$ cat src/rtl/bh_pkg.sv
`default_nettype none
// ============================================================================
// Module      : bh_pkg
// Description : Shared opcode, error-code and width definitions for the
//               Brainfuck program loader.
// Revision    : 1.0
// ============================================================================
package bh_pkg;

    localparam int INSTR_W    = 3;
    localparam int PRG_AW_DEF = 8;
    localparam int STACK_AW   = 4;

    typedef logic [INSTR_W-1:0] opcode_t;

    localparam opcode_t OP_NOP   = 3'b000;
    localparam opcode_t OP_INC   = 3'b010;
    localparam opcode_t OP_DEC   = 3'b011;
    localparam opcode_t OP_RIGHT = 3'b100;
    localparam opcode_t OP_LEFT  = 3'b101;
    localparam opcode_t OP_OPEN  = 3'b110;
    localparam opcode_t OP_CLOSE = 3'b111;

    typedef logic [1:0] err_code_t;

    localparam err_code_t ERR_NONE      = 2'b00;
    localparam err_code_t ERR_OVERFLOW  = 2'b01;
    localparam err_code_t ERR_UNMATCHED = 2'b10;
    localparam err_code_t ERR_NESTING   = 2'b11;

    typedef struct packed {
        logic    is_cmd;
        opcode_t op;
    } decode_t;

endpackage
`default_nettype wire

$ cat src/rtl/bh_char_decode.sv
`default_nettype none
// ============================================================================
// Module      : bh_char_decode
// Description : Maps an ASCII source byte to {is_cmd, opcode}.
// Revision    : 1.0
// ============================================================================
module bh_char_decode
    import bh_pkg::*;
(
    input  logic [7:0] ascii,
    output decode_t    dec
);

    always_comb begin
        dec = '{is_cmd: 1'b1, op: OP_NOP};
        case (ascii)
            8'h2B:   dec.op = OP_INC;
            8'h2D:   dec.op = OP_DEC;
            8'h3E:   dec.op = OP_RIGHT;
            8'h3C:   dec.op = OP_LEFT;
            8'h5B:   dec.op = OP_OPEN;
            8'h5D:   dec.op = OP_CLOSE;
            default: dec.is_cmd = 1'b0;
        endcase
    end

endmodule
`default_nettype wire

$ cat src/rtl/bh_loader.sv
`default_nettype none
// ============================================================================
// Module      : bh_loader
// Description : Filters a Brainfuck source stream into program memory, checks
//               bracket balance, pads with NOPs and gates the core's run enable.
// Revision    : 1.0
// ============================================================================
module bh_loader
    import bh_pkg::*;
#(
    parameter int PRG_AW    = PRG_AW_DEF,
    parameter int MAX_DEPTH = 15
) (
    input  logic              i_clock,
    input  logic              i_reset_n,
    input  logic              i_start,
    input  logic              i_src_valid,
    input  logic [7:0]        i_src_data,
    input  logic              i_src_last,
    output logic              o_src_ready,
    output logic              o_prgmem_in,
    output logic [PRG_AW-1:0] o_prgmem_addr,
    output logic [2:0]        o_prgmem_data,
    output logic              o_cpu_run,
    output logic              o_done,
    output logic              o_error,
    output logic [1:0]        o_error_code,
    output logic [PRG_AW:0]   o_length
);

    localparam int DEPTH_W = $clog2(MAX_DEPTH + 1);

    localparam logic [2:0] S_IDLE  = 3'd0;
    localparam logic [2:0] S_LOAD  = 3'd1;
    localparam logic [2:0] S_FILL  = 3'd2;
    localparam logic [2:0] S_DONE  = 3'd3;
    localparam logic [2:0] S_ERROR = 3'd4;

    logic [2:0]         r_state, w_next;
    logic [PRG_AW:0]    r_count, w_count_next;
    logic [DEPTH_W-1:0] r_depth, w_depth_next;
    err_code_t          r_code, w_code_next;
    logic [PRG_AW-1:0]  r_fill;
    logic               r_src_ready;
    logic               r_wr_en;
    logic [PRG_AW-1:0]  r_wr_addr;
    opcode_t            r_wr_data;
    decode_t            w_dec;

    logic w_accept, w_cmd, w_full, w_err_ovf, w_err_close, w_err_open;
    logic w_write, w_restart;

    bh_char_decode u_dec (
        .ascii (i_src_data),
        .dec   (w_dec)
    );

    always_comb begin
        w_accept     = (r_state == S_LOAD) && i_src_valid && r_src_ready;
        w_cmd        = w_accept && w_dec.is_cmd;
        w_full       = r_count[PRG_AW];
        w_err_ovf    = w_cmd && w_full;
        w_err_close  = w_cmd && !w_full && (w_dec.op == OP_CLOSE) && (r_depth == '0);
        w_err_open   = w_cmd && !w_full && (w_dec.op == OP_OPEN)
                       && (r_depth == DEPTH_W'(MAX_DEPTH));
        w_write      = w_cmd && !w_err_ovf && !w_err_close && !w_err_open;
        w_count_next = r_count + {{PRG_AW{1'b0}}, w_write};
        w_depth_next = r_depth;
        if (w_write && (w_dec.op == OP_OPEN))
            w_depth_next = r_depth + 1'b1;
        else if (w_write && (w_dec.op == OP_CLOSE))
            w_depth_next = r_depth - 1'b1;
        w_restart    = i_start && ((r_state == S_IDLE) || (r_state == S_DONE)
                                   || (r_state == S_ERROR));
    end

    // State register; ready is registered from the next state so it drops
    // the cycle after an error or last-byte handshake.
    always_ff @(posedge i_clock) begin
        if (!i_reset_n) begin
            r_state     <= S_IDLE;
            r_src_ready <= 1'b0;
        end else begin
            r_state     <= w_next;
            r_src_ready <= (w_next == S_LOAD);
        end
    end

    always_comb begin
        w_next      = r_state;
        w_code_next = r_code;
        case (r_state)
            S_IDLE, S_DONE, S_ERROR: begin
                if (i_start) begin
                    w_next      = S_LOAD;
                    w_code_next = ERR_NONE;
                end
            end
            S_LOAD: begin
                if (w_err_ovf) begin
                    w_next      = S_ERROR;
                    w_code_next = ERR_OVERFLOW;
                end else if (w_err_close) begin
                    w_next      = S_ERROR;
                    w_code_next = ERR_UNMATCHED;
                end else if (w_err_open) begin
                    w_next      = S_ERROR;
                    w_code_next = ERR_NESTING;
                end else if (w_accept && i_src_last) begin
                    if (w_depth_next != '0) begin
                        w_next      = S_ERROR;
                        w_code_next = ERR_NESTING;
                    end else if (w_count_next[PRG_AW]) begin
                        w_next = S_DONE;
                    end else begin
                        w_next = S_FILL;
                    end
                end
            end
            S_FILL: begin
                if (r_fill == '1)
                    w_next = S_DONE;
            end
            default: w_next = S_IDLE;
        endcase
    end

    always_ff @(posedge i_clock) begin
        if (!i_reset_n) begin
            r_count   <= '0;
            r_depth   <= '0;
            r_code    <= ERR_NONE;
            r_fill    <= '0;
            r_wr_en   <= 1'b0;
            r_wr_addr <= '0;
            r_wr_data <= OP_NOP;
        end else begin
            r_code <= w_code_next;
            if (w_restart) begin
                r_count <= '0;
                r_depth <= '0;
            end else begin
                r_count <= w_count_next;
                r_depth <= w_depth_next;
            end
            if (w_accept && i_src_last)
                r_fill <= w_count_next[PRG_AW-1:0];
            else if (r_state == S_FILL)
                r_fill <= r_fill + 1'b1;
            r_wr_en <= 1'b0;
            if (w_write) begin
                r_wr_en   <= 1'b1;
                r_wr_addr <= r_count[PRG_AW-1:0];
                r_wr_data <= w_dec.op;
            end else if (r_state == S_FILL) begin
                r_wr_en   <= 1'b1;
                r_wr_addr <= r_fill;
                r_wr_data <= OP_NOP;
            end
        end
    end

    // Completion is withheld while the final write is still on the bus.
    always_comb begin
        o_src_ready   = r_src_ready;
        o_prgmem_in   = r_wr_en;
        o_prgmem_addr = r_wr_addr;
        o_prgmem_data = r_wr_data;
        o_done        = (r_state == S_DONE) && !r_wr_en;
        o_cpu_run     = (r_state == S_DONE) && !r_wr_en;
        o_error       = (r_state == S_ERROR);
        o_error_code  = r_code;
        o_length      = r_count;
    end

endmodule
`default_nettype wire

$ cat config.mk
export PLATFORM = sky130hd
export DESIGN_NAME = bh_loader
export DESIGN_NICKNAME = d
export VERILOG_FILES = /design/src/rtl/bh_pkg.sv /design/src/rtl/bh_char_decode.sv /design/src/rtl/bh_loader.sv
export SDC_FILE = /design/constraint.sdc
export NUM_CORES = 1
export LEC_CHECK = 0
export BUFFER_PORTS_ARGS = -buffer_cell sky130_fd_sc_hd__buf_2
export CAP_MARGIN = 20
export CORE_MARGIN = 2
export CORE_UTILIZATION = 35
export DETAILED_ROUTE_END_ITERATION = 10
export PLACE_DENSITY = 0.61
export SLEW_MARGIN = 40
export SYNTH_ARGS = -nofsm -noshare
export SYNTH_HDL_FRONTEND = slang
export SYNTH_SLANG_ARGS = --single-unit
$ cat constraint.sdc
create_clock -name i_clock -period 8.35 [get_ports i_clock]
set_clock_uncertainty 0.1 [all_clocks]
set_input_delay 1.67 -clock i_clock [delete_from_list [all_inputs] [get_ports i_clock]]
set_output_delay 1.67 -clock i_clock [all_outputs]
set_load 0.01 [all_outputs]
# Word-level counts from Yosys, hierarchy flattened
# Index checks and enable logic that the tools add are counted.
# word_totals
inputBits	13
regBits	39
word_cells	94
# classes
muxes	28
add_sub_neg	4
eq_ne	18
bitwise	1
reduce_logical	34
# ops
operator	n
$eq 8x6->1 const B	4
$mux 8	4
$mux 3	9
$pmux 3 s6	1
$logic_and 1x1->1	17
$eq 8x7->1 const B	2
$mux 2	6
$ne 5x4->1 const B	2
$add 9x1->9	1
$eq 3x3->1 const B	3
$pmux 3 s3	1
$add 8x1->8 const B	1
$eq 8x8->1 const B	1
$mux 4	2
$eq 3x1->1 const B	2
$eq 3x2->1 const B	2
$reduce_bool 2->1	3
$reduce_or 6->1	1
$logic_not 1->1	5
$add 4x1->4 const B	1
$eq 4x4->1 const B	1
$logic_not 4->1	1
$mux 1	4
$pmux 2 s2	1
other kinds (9)	10

# Depth between registers and ports, before layout
# logic_depth
ltp_word	21
ltp_mapped	16
mapped_depth_nobuf	15

# Modules after synthesis
# A second synthesis with hierarchy kept.
# hier_totals
hier_cells	260
hier_area_um2	2154.6
# by_module_without_submodules
module	area_per_inst_um2	instances	cells_per_inst
bh_loader	2040.7	1	244
bh_char_decode	113.9	1	16

# Least setup slack after synthesis
# No wires, ideal clock.
# synth_path
path_kind	input -> register
from	in i_src_data[6]
to	reg r_state[0]
path_buffers	1
stages	15
arrival_time_ns	4.433
required_time_ns	8.180
path_slack_ns	3.747
path_cell_list	nand4bb_1 a311o_1 mux2i_1 a2111o_1 clkbuf_1 inv_1 ha_1 ha_1 nand2_1 nor2_1 and3_1 xor2_1 and2_1 nand4_1 a21oi_1
# synth_via
elab_chain_cells	20
# synth_rtl
item	line	rtl
start: declaration	bh_loader.sv:18	input logic [7:0] i_src_data,
parallel branches: the longest is 18 deep, another holds $add 9x1->9	n/a	
$mux 3 (*)	bh_loader.sv:100	if (w_err_ovf) begin
$pmux 3 s3 (*)	bh_loader.sv:92	case (r_state)
end signal: assignment	bh_loader.sv:84	r_state <= w_next;
end: declaration	bh_loader.sv:39	logic [2:0] r_state, w_next;
# Every way passes the cells marked *.
# A chain may end at the register's enable or synchronous reset.

# Worst setup path in the final report
# layout_path
from	in i_src_data[6]
to	reg r_src_ready (netlist: o_src_ready)
# layout_via
elab_chain_cells	21
# layout_rtl
item	line	rtl
parallel branches: the longest is 18 deep, another holds $add 9x1->9	n/a	
$mux 3 (*)	bh_loader.sv:100	
$pmux 3 s3 (*)	bh_loader.sv:92	
$eq 3x1->1 (*)	bh_loader.sv:85	r_src_ready <= (w_next == S_LOAD);
end signal: assignment	bh_loader.sv:85	
end: declaration	bh_loader.sv:44	logic r_src_ready;
# Marks and branches as above.

==> results.py <==
metrics = {
    "run_status": {
        "result_of_the_run": "finished clean",
    },
    "die": {
        "die_height_um": 84.60,
        "die_area_um2": 7156,
        "core.rowCount": 29,
        "core_um2": 6314,
        "die_w_um": 84.60,
        "number_of_top_level_design_ports": 40,
        "start_util": 0.3601,
    },
    "final_layout": {
        "final_util": 0.4112,
        "proportion_of_layout_cells_with_a_drive_suffix_above_1": 0.1850,
        "num_antenna_cells": 0,
        "nNetsFinal": 338,
        "areaGrowthSynthToFinish_pct": 14.20,
    },
    "sta": {
        "fin_crit_period_ns": 4.965,
        "fin_worst_hold_slack_ns": 0.3620,
        "finalSetupTns_ns": 0,
        "min_period_over_period": 0.5946,
        "finalSetupViolCount": 0,
        "timing_max_transition_violations_final": 0,
        "worst_slew_pin_slew_ns": 0.7016,
        "slew-limit-headroom": 0.5291,
        "final-hold-violation-count": 0,
        "timing.fmax_mhz": 201.4,
        "unrepaired_setup_endpoints_after_global_routing": "false",
    },
    "routing": {
        "antenna_left": 0,
        "finalWirelength_um": 5870,
        "drcViolationCount": 0,
        "num_vias": 2171,
        "first_iter_violations": 147,
        "drt_first_pass_iters": 4,
        "avgViaCountPerCell": 5.482,
        "detail_route.wl_per_cell_um": 14.82,
    },
    "power_and_ir_drop": {
        "power.density_cell_area_nw_per_um2": 135.6,
        "finalPower_uw": 351.9,
        "power.static_leakage_nw": 1.029,
        "combinationalPowerShare": 0.086,
        "power_report.internal_total_uw": 264.8,
        "power.switching_fraction": 0.2475,
        "power.sequential.fraction": 0.542,
        "vdd_drop_max_mv": 0.06049,
        "switching_power_uw": 87.10,
        "clockPowerShare": 0.372,
    },
    "cts": {
        "tritoncts_clock_tree": "done",
        "post-cts-setup-buffer-count": 0,
        "cts_made_buffers": 5,
        "ctsResizeCount": 0,
        "cts.root.buffer_cell": "sky130_fd_sc_hd__clkbuf_8",
        "cts-hold-fix-buffers": 0,
        "clock_tree.buffer_depth": 2,
        "clk_pin_slew_ns": 0.08,
        "cts.htree.levels": 2,
        "cts_sinks": 39,
        "clock_insertion_delay_worst_skew_ns": 0.30,
    },
    "synthesis": {
        "mapped_avg_cell_area_um2": 7.949,
        "netlist_instances": 286,
        "mappedNetlistNets": 305,
        "synth_top_cell_by_area": "sky130_fd_sc_hd__dfxtp_1",
        "synth_ff_type": "sky130_fd_sc_hd__dfxtp_1",
        "yosysWarnings": 0,
        "netlist-cell-type-count": 57,
        "synth_edf_count": 0,
        "postSynthRegisterBits": 39,
        "syn_area_um2": 2273,
        "synthMostInstantiatedCell": "sky130_fd_sc_hd__dfxtp_1",
        "ys_top_cells_by_area": "sky130_fd_sc_hd__dfxtp_1 (34%), sky130_fd_sc_hd__nand2_1 (5.9%), sky130_fd_sc_hd__nor2_1 (5.9%), sky130_fd_sc_hd__xnor2_1 (4.2%), sky130_fd_sc_hd__a311oi_1 (3.5%)",
        "synthTopCellsByCount": "sky130_fd_sc_hd__dfxtp_1 (39), sky130_fd_sc_hd__nand2_1 (36), sky130_fd_sc_hd__nor2_1 (36), sky130_fd_sc_hd__nand3_1 (14), sky130_fd_sc_hd__a21oi_1 (12)",
        "post-synth-top-area-fraction": 0.3434,
        "async_reset_ff_frac": 0,
        "yosysSeqAreaShare": 0.3434,
    },
    "grt": {
        "grt_first_pass_wirelength_um": 9749,
        "number_of_antenna_violations_at_the_first_check_in_global_routing": 0,
        "globalRouteOverflowTotal": 0,
        "grt_max_degree": 24,
        "first_global_vias": 1984,
        "globalRouteTotalUtil": 0.1673,
    },
    "hold_path": {
        "hold_path_class": "flip-flop to flip-flop",
        "hold_path_startpoint": "o_error_code[1]",
    },
    "run": {
        "max-cap-violations": 0,
    },
    "critical_path": {
        "timing.critical_path.from_type": "input pin",
        "series_of_cell_instances_along_the_critical_path": "buf_2 -> nand4bb_1 -> a311o_1 -> mux2i_1 -> a2111o_1 -> inv_1 -> ha_1 -> ha_1 -> nand2_1 -> nor2_1 -> and3_1 -> xor2_1 -> and2_1 -> nand4_1 -> a21oi_1",
        "worst-path-max-fanout": 23,
        "worst_path_dominant_cell_family": "compound AO/OA/AOI/OAI gates",
        "cp.buffers_inverters": 2,
        "crit_slowest_cell": "sky130_fd_sc_hd__a2111o_1",
        "launching_point_of_the_worst_reg2reg_path": "r_depth[0]",
        "worst_setup_path_startpoint": "i_src_data[6]",
        "cp_slowest_stage_delay_ns": 0.73,
        "cp-end-kind": "flip-flop",
        "worst-endpoint-arrival_ns": 5.10,
        "worst_ep_required_time_ns": 8.49,
        "path_common_cell": "sky130_fd_sc_hd__ha_1",
        "timing_worst_setup_path_type": "input pin to flip-flop",
    },
    "placement": {
        "place.detailed.hpwl_um": 4361,
        "place.port_buffers": 39,
        "gp_congestion": 0.8565,
    },
}
[stage by stage]
step / std cells / area [µm²] / worst slack [ns]
final: 396 / 2596 / 3.385
after global routing: 396 / 2596 / 3.093
after CTS: 396 / 2594 / 3.432
after detailed placement: 389 / 2506 / 3.132
after global placement: 389 / 2506 / 3.305
after floorplan: 286 / 2273 / 3.747
[metal layers]
| metal | wire [µm] | GRT usage | vias to the layer above |
|---|---|---|---|
| li1 | - | - | 1097 |
| met1 | 2940 | 0.2364 | 1009 |
| met3 | 257 | 0.02950 | 7 |
| met5 | 0 | 0 | - |
| met2 | 2599 | 0.2541 | 58 |
| met4 | 74 | 0.06349 | 0 |
[power by group through the flow]
| stage | sequential [mW] | clock [mW] | combinational, mW |
|---|---|---|---|
| global route | 0.191 | 0.141 | 0.0335 |
| CTS | 0.190 | 0.133 | 0.0301 |
| finish | 0.191 | 0.131 | 0.0303 |
| floorplan | 0.194 | 0 | 0.0197 |
| global placement | 0.195 | 0 | 0.0300 |
| detailed placement | 0.195 | 0 | 0.0299 |
[worst min-delay path: cells and delay by family, from the launching register on]
| kind | cells | cell delay (ns) |
|---|---|---|
| DFF | 1 | 0.31 |
| AOI/OAI and AO/OA | 1 | 0.06 |
| buffers and inverters | 1 | 0.05 |
[kinds of logic after synthesis]
kind of cell | share of synthesized area
simple gates | 0.3176
compound gates | 0.1981
flops | 0.3434
buf+inv | 0.04568
xor+xnor | 0.05778
fa+ha+maj | 0.03302
mux | 0.004403
[flip-flops by register name (all words and copies together), names as in the netlist]
signal / cells
o_error_code: 2
o_length: 9
o_prgmem_addr: 8
o_prgmem_data: 3
o_prgmem_in: 1
o_src_ready: 1
r_depth: 4
r_fill: 8
r_state: 3
[layout make-up]
cell class	count	area, µm²
clock inverters	1	5.005
flip-flops and latches	39	780.7
inverters	10	37.54
well taps	77	96.34
fillers	665	3717
clock buffers	6	82.58
repair buffers	40	202.7
multi-input cells	223	1391
[cell usage in the layout, fill, tap and decap left out, types with 3 or more instances in the layout]
cell / n
sky130_fd_sc_hd__nor2b_1: 3
sky130_fd_sc_hd__nor2_1: 35
sky130_fd_sc_hd__nor3_1: 9
sky130_fd_sc_hd__nand3_1: 14
sky130_fd_sc_hd__nor3b_1: 3
sky130_fd_sc_hd__xor2_1: 4
sky130_fd_sc_hd__and3_1: 6
sky130_fd_sc_hd__a31oi_1: 3
sky130_fd_sc_hd__ha_1: 6
sky130_fd_sc_hd__buf_2: 39
sky130_fd_sc_hd__clkbuf_8: 6
sky130_fd_sc_hd__o21ai_0: 9
sky130_fd_sc_hd__nor4_1: 3
sky130_fd_sc_hd__a311oi_1: 9
sky130_fd_sc_hd__and2_1: 5
sky130_fd_sc_hd__nand2_1: 36
sky130_fd_sc_hd__xnor2_1: 11
sky130_fd_sc_hd__inv_1: 9
sky130_fd_sc_hd__nand4_1: 3
sky130_fd_sc_hd__a211oi_1: 10
sky130_fd_sc_hd__a21oi_1: 12
sky130_fd_sc_hd__dfxtp_1: 39
[worst paths after layout]
kind,end,slack [ns],cells past startpoint
max,o_src_ready,3.38,15
min reg2reg,o_error_code[1],0.36,2
min,o_error_code[1],0.36,2
max reg2reg,o_src_ready,4.56,15
(Power assumes the default switching activity.)
